--- src/rtl/pattern_ctrl_pkg.sv ---
// Shared definitions for the programmable serial pattern detector:
// controller state encoding and the slot-index width helper.
package pattern_ctrl_pkg;

  typedef enum logic [1:0] {
    IDLE,
    FILL,
    ARMED
  } state_t;

  // Index width for n slots; never narrower than one bit.
  function automatic int idx_width(input int n);
    return (n < 2) ? 1 : $clog2(n);
  endfunction

endpackage

--- src/rtl/pattern_cmp_bank.sv ---
// Combinational compare of the shift window against every pattern slot.
// Ports:
//   window - current (post-shift) window, MSB = oldest bit
//   pats   - NPAT slots packed, slot i at [i*PAT_W +: PAT_W]
//   ens    - per-slot enable
//   hit    - some enabled slot equals the window
//   idx    - lowest matching slot index (0 when no hit)
module pattern_cmp_bank
  import pattern_ctrl_pkg::*;
#(
  parameter int NPAT  = 4,
  parameter int PAT_W = 4
) (
  input  logic [PAT_W-1:0]            window,
  input  logic [NPAT*PAT_W-1:0]       pats,
  input  logic [NPAT-1:0]             ens,
  output logic                        hit,
  output logic [idx_width(NPAT)-1:0]  idx
);

  localparam int IDX_W = idx_width(NPAT);

  always_comb begin
    hit = 1'b0;
    idx = '0;
    // First hit scanning upward wins, giving lowest-index priority.
    for (int unsigned i = 0; i < NPAT; i++) begin
      if (!hit && ens[i] && (pats[i*PAT_W +: PAT_W] == window)) begin
        hit = 1'b1;
        idx = IDX_W'(i);
      end
    end
  end

endmodule

--- src/rtl/pattern_detect_ctrl.sv ---
// Programmable multi-pattern serial detector controller.
// Holds NPAT pattern slots of PAT_W bits, shifts in a qualified serial
// stream and emits a registered one-cycle pulse per match, with the index
// of the lowest matching slot and a saturating match counter.
// Ports:
//   clk, rst         - clock, synchronous active-high reset
//   cfg_we/idx/...   - slot write (pattern + enable), accepted in IDLE only
//   start, stop      - arm / disarm the detector (stop has priority)
//   in_valid, in     - serial input bit and its qualifier
//   out              - one-cycle match pulse
//   out_pattern      - matched slot index, held until the next match
//   match_cnt        - matches since last start, saturating
//   busy             - controller not in IDLE
//   cfg_err          - one-cycle pulse on a rejected cfg_we or start
module pattern_detect_ctrl
  import pattern_ctrl_pkg::*;
#(
  parameter int NPAT    = 4,
  parameter int PAT_W   = 4,
  parameter int CNT_W   = 8,
  parameter int OVERLAP = 1
) (
  input  logic                        clk,
  input  logic                        rst,
  input  logic                        cfg_we,
  input  logic [idx_width(NPAT)-1:0]  cfg_idx,
  input  logic [PAT_W-1:0]            cfg_pattern,
  input  logic                        cfg_en,
  input  logic                        start,
  input  logic                        stop,
  input  logic                        in_valid,
  input  logic                        in,
  output logic                        out,
  output logic [idx_width(NPAT)-1:0]  out_pattern,
  output logic [CNT_W-1:0]            match_cnt,
  output logic                        busy,
  output logic                        cfg_err
);

  localparam int IDX_W  = idx_width(NPAT);
  localparam int FILL_W = $clog2(PAT_W + 1);

  state_t                state, state_nxt;
  logic [PAT_W-1:0]      pat_q [NPAT];
  logic [NPAT-1:0]       ens_q;
  logic [NPAT-1:0]       ens_eff;
  logic [NPAT*PAT_W-1:0] pats_flat;
  logic [PAT_W-1:0]      window_q, window_sh;
  logic [FILL_W-1:0]     fill_q, fill_inc;
  logic                  idx_ok;
  logic                  wr, arm, halt, shift, cmp_en, err, match;
  logic                  hit;
  logic [IDX_W-1:0]      hit_idx;

  assign window_sh = {window_q[PAT_W-2:0], in};
  assign fill_inc  = fill_q + FILL_W'(1);
  assign idx_ok    = (int'(cfg_idx) < NPAT);
  assign busy      = (state != IDLE);

  always_comb begin
    for (int unsigned i = 0; i < NPAT; i++) begin
      pats_flat[i*PAT_W +: PAT_W] = pat_q[i];
    end
  end

  // A write in the same IDLE cycle as start is visible to the start check.
  always_comb begin
    ens_eff = ens_q;
    if (cfg_we && idx_ok) begin
      ens_eff[cfg_idx] = cfg_en;
    end
  end

  pattern_cmp_bank #(
    .NPAT  (NPAT),
    .PAT_W (PAT_W)
  ) u_cmp (
    .window (window_sh),
    .pats   (pats_flat),
    .ens    (ens_q),
    .hit    (hit),
    .idx    (hit_idx)
  );

  always_ff @(posedge clk) begin
    if (rst) begin
      state <= IDLE;
    end else begin
      state <= state_nxt;
    end
  end

  always_comb begin
    state_nxt = state;
    wr        = 1'b0;
    arm       = 1'b0;
    halt      = 1'b0;
    shift     = 1'b0;
    cmp_en    = 1'b0;
    err       = 1'b0;
    case (state)
      IDLE: begin
        wr = cfg_we && idx_ok;
        if (start && !stop) begin
          if (|ens_eff) begin
            state_nxt = FILL;
            arm       = 1'b1;
          end else begin
            err = 1'b1;
          end
        end
      end
      FILL: begin
        err = cfg_we;
        if (stop) begin
          state_nxt = IDLE;
          halt      = 1'b1;
        end else if (in_valid) begin
          shift = 1'b1;
          if (fill_inc == FILL_W'(PAT_W)) begin
            cmp_en    = 1'b1;
            state_nxt = ARMED;
          end
        end
      end
      ARMED: begin
        err = cfg_we;
        if (stop) begin
          state_nxt = IDLE;
          halt      = 1'b1;
        end else if (in_valid) begin
          shift  = 1'b1;
          cmp_en = 1'b1;
        end
      end
      default: state_nxt = IDLE;
    endcase
    match = cmp_en && hit;
    // Non-overlapping mode restarts the fill after every match.
    if (match && (OVERLAP == 0)) begin
      state_nxt = FILL;
    end
  end

  always_ff @(posedge clk) begin
    if (rst) begin
      for (int unsigned i = 0; i < NPAT; i++) begin
        pat_q[i] <= '0;
      end
      ens_q       <= '0;
      window_q    <= '0;
      fill_q      <= '0;
      out         <= 1'b0;
      out_pattern <= '0;
      match_cnt   <= '0;
      cfg_err     <= 1'b0;
    end else begin
      out     <= match;
      cfg_err <= err;
      if (wr) begin
        pat_q[cfg_idx] <= cfg_pattern;
        ens_q[cfg_idx] <= cfg_en;
      end
      if (arm || halt) begin
        window_q <= '0;
        fill_q   <= '0;
      end else if (shift) begin
        if (match && (OVERLAP == 0)) begin
          window_q <= '0;
          fill_q   <= '0;
        end else begin
          window_q <= window_sh;
          if (state == FILL) begin
            fill_q <= fill_inc;
          end
        end
      end
      if (arm) begin
        match_cnt <= '0;
      end else if (match) begin
        out_pattern <= hit_idx;
        if (match_cnt != '1) begin
          match_cnt <= match_cnt + CNT_W'(1);
        end
      end
    end
  end

endmodule
--- config.mk ---
export PLATFORM = sky130hd
export DESIGN_NAME = pattern_detect_ctrl
export DESIGN_NICKNAME = d
export VERILOG_FILES = /design/src/rtl/pattern_ctrl_pkg.sv /design/src/rtl/pattern_cmp_bank.sv /design/src/rtl/pattern_detect_ctrl.sv
export SDC_FILE = /design/constraint.sdc
export NUM_CORES = 1
export LEC_CHECK = 0
export BUFFER_PORTS_ARGS = -buffer_cell sky130_fd_sc_hd__buf_2
export CAP_MARGIN = 20
export CORE_MARGIN = 2
export CORE_UTILIZATION = 45
export DETAILED_ROUTE_END_ITERATION = 10
export GPL_TIMING_DRIVEN = 0
export REMOVE_ABC_BUFFERS = 1
export SYNTH_ARGS = -nofsm -noshare
export SYNTH_HDL_FRONTEND = slang
export SYNTH_SLANG_ARGS = --single-unit
--- constraint.sdc ---
create_clock -name clk -period 2.8 [get_ports clk]
set_clock_uncertainty 0.2 [all_clocks]
set_input_delay 0.28 -clock clk [delete_from_list [all_inputs] [get_ports clk]]
set_output_delay 0.28 -clock clk [all_outputs]
set_load 0.05 [all_outputs]
==> summary.txt <==
Status
  – Status: complete, no violations

Synth
  – Area leader, netlist: dfxtp_1
  – Netlist cell types: 44
  – Synth Warn #: 0
  – Post-synthesis sequential area ratio: approximately 44%
  – Syn Inst Count: 237
  – Primary FF master, synth: dfxtp_1
  – Synthesized flop and latch total: 40
  – Post-synth top area share: between 20 and 25%
  – Post-synth EDFFs: 16
  – Post-Syn Area: about 2200 um^2
  – Ys async rst share: 0%
  – Top post-synthesis cells by count: nand2_1 (31), nor2_1 (29), dfxtp_1 (24), a21oi_1 (19), edfxtp_1 (16)
  – Synthesized area per cell: 9.15 um^2
  – Count leader, synth: nand2_1
  – Synth area leaders: dfxtp_1 (22%), edfxtp_1 (22%), xor2_1 (6.1%), nand2_1 (5.4%), nor2_1 (5.0%)

Clocking
  – Clock Tree Root: clkbuf_8
  – H-Tree Depth: 2
  – PostCTS Resize Cnt: 0
  – Clock Sinks: 40
  – Setup Buffers After CTS: 0
  – CTS max path bufs: 2
  – CTS tree: yes
  – CTS buffer count: 5
  – # hold bufs at CTS: 0
  – Clock Latency Late Sink: 0.29 ns
  – CTS clock-pin slew for the worst setup and hold paths: approximately 0.090 ns

Run
  – Max-cap violations: 0

Power
  – PwrDens: approximately 500 nW/um^2
  – Max IR drop VDD: approximately 270 uV
  – Lkg Pwr: 0.986 nW

Floorplan
  – Io pins: 27
  – Starting Density: between 40% and 50%
  – DIE WIDTH: between 70 and 80 um
  – Die Ht: about 73 um
  – FP Rows: 25
  – Die Footprint: approximately 5400 um^2
  – Core area: ~4700 um^2

STA
  – Final min period: about 2.5 ns
  – RSZ-0062 raised after global routing: false
  – Rel. slew slack: about 59%
  – Final slew viol count: 0
  – Final setup vio count: 0
  – TNS Setup: 0 ns
  – Period utilization: 88.7%
  – Final Hold Viols: 0
  – Fmax: roughly 400 MHz
  – Worst-margin pin slew: just over 0.6 ns

Detailed routing
  – Detailed-route via count: between 1500 and 2000
  – Wirelength per Cell: around 14 um
  – Number of remaining DRC errors: 0
  – 1st-pass router iterations: 4
  – Iter 0 DRT Violations: 69
  – ANT nets after route: 0
  – Vias per std cell: between 5 and 6
  – Post-Route WL: 4440 um

Worst setup path
  – Slowest CP cell: or4b_1
  – Crit Path Class: reg -> reg
  – Crit-path max cell delay: about 0.54 ns
  – CP Buf/Inv Count: 1
  – Crit. path cell count: 8
  – Crit-path max FO: 8
  – Worst R2R Path Depth: 8
  – Critical Path Sink: match_cnt[4]
  – Crit path launch type: register
  – Worst reg-to-reg setup slack: 0.32 ns
  – Worst R2R End: match_cnt[4]
  – CP Cell Sequence: inv_1, ha_1, nand2_1, nor2_4, nand2b_4, or4b_1, or3_1, a21oi_1
  – CP top delay family: simple AND/OR/NAND/NOR gates
  – Worst EP required: between 2 and 3 ns
  – CP endpoint kind: register
  – FF-to-FF Start: state[0]
  – Critical Path Start: state[0]
  – Worst Path Arrival: around 2.5 ns

GRT
  – Vias in the first global route: 1550
  – Largest net degree at the start of global routing: 17
  – Total GRT Usage: 18.3%
  – Initial antenna violation count: 0
  – Total grt overflow: 0
  – First-pass GRT wire length: 7430 um

Min path
  – Hold Crit Start: in
  – Worst Hold Class: in -> reg

Placed design
  – Number of buffers added on ports: 26
  – GPL Wtd Cong: ~0.81
  – Dpl hpwl: about 3200 um

Final layout
  – Number of diodes: 0
  – Total Nets Final: 283
  – P&R area growth vs syn: 11.4%
  – Share of layout cells above drive strength 1: ~18%
  – Layout Utilization: roughly half
tightest hold or removal path: cells and delay by family:
family	cells	cell delay, ns
compound gates	1	0.05
buf+inv	1	0.15
simple gates	1	0.07
layout by cell type, fill, tap and decap left out, types with 2 or more instances in the layout:
cell type / synthesis / final
nand3_1: 9 / 9
nand2b_1: 2 / 2
clkbuf_8: 0 / 5
nand4b_1: 2 / 2
o221a_2: 2 / 2
nor4_1: 2 / 2
nor2_1: 29 / 29
and3_1: 3 / 3
nor3_1: 5 / 5
o21ai_0: 14 / 14
or4_1: 2 / 2
o311ai_0: 2 / 2
buf_2: 0 / 26
o21a_1: 2 / 2
or3_1: 6 / 6
or2_1: 2 / 2
ha_1: 7 / 7
inv_1: 9 / 9
xor2_1: 15 / 15
xnor2_1: 4 / 4
nand2_1: 31 / 31
a31oi_1: 2 / 2
nor4_2: 2 / 2
edfxtp_1: 16 / 16
a21oi_1: 19 / 19
or4b_1: 2 / 2
dfxtp_1: 24 / 24
registers in the layout, summed over array words and instances (netlist names):
register     flops
state            2
fill_q           3
match_cnt        8
out_pattern      2
out              1
window_q         3
cfg_err          1
ens_q            4
pat_q           16
layer usage:
metal / share of wire, % / global-route usage, %
met5: 0 / 0
met4: 0.95 / 5.45
met3: 4.8 / 4.25
met2: 44 / 27.8
met1: 50 / 26.0
per-stage QoR:
step / hold WS [ns] / instance area (um^2) / std cells / total power [mW] / worst slack [ns]
CTS: 0.0987 / 2410 / 317 / 1.21 / 0.227
detailed placement: 0.270 / 2300 / 309 / 0.771 / 0.244
global route: 0.114 / 2410 / 317 / 1.25 / 0.122
global placement: 0.263 / 2300 / 308 / 0.768 / 0.215
floorplan: 0.149 / 2100 / 228 / 0.728 / 0.460
finish: 0.109 / 2410 / 317 / 1.20 / 0.315
cell families after synthesis:
group                      share of synthesized area, %
adders and majority gates                          4.04
buffers and inverters                              4.73
muxes                                             0.519
xor gates and xnor gates                           7.67
AOI/OAI and AO/OA                                  13.6
and+or+nand+nor                                    25.2
DFF                                                44.3
area by class of cell:
cell class,count,area [um^2]
inverters,9,33.8
clock buffers,6,93.8
flip-flops and latches,40,961
fillers,430,2280
clock inverters,2,11.3
multi-input cells,179,1110
repair buffers,27,138
well taps,54,67.6
how the worst min path moves through the flow:
stage / end / slack (ns) / cells past startpoint
5_1_grt: window_q[0] / 0.11 / 3
4_1_cts: window_q[0] / 0.1 / 3
3_5_place_dp: out_pattern[0] / 0.27 / 2
2_1_floorplan: ens_q[0] / 0.15 / 1
6_report: window_q[0] / 0.11 / 3
3_3_place_gp: out_pattern[0] / 0.26 / 2
where the power goes:
part	switching (mW)	internal, mW	leakage (nW)
Sequential	0.0116	0.624	0.361
Clock	0.212	0.229	0.0566
Combinational	0.0813	0.0410	0.569
Total	0.305	0.894	0.986
No activity file was read; power rests on OpenSTA's default activity.
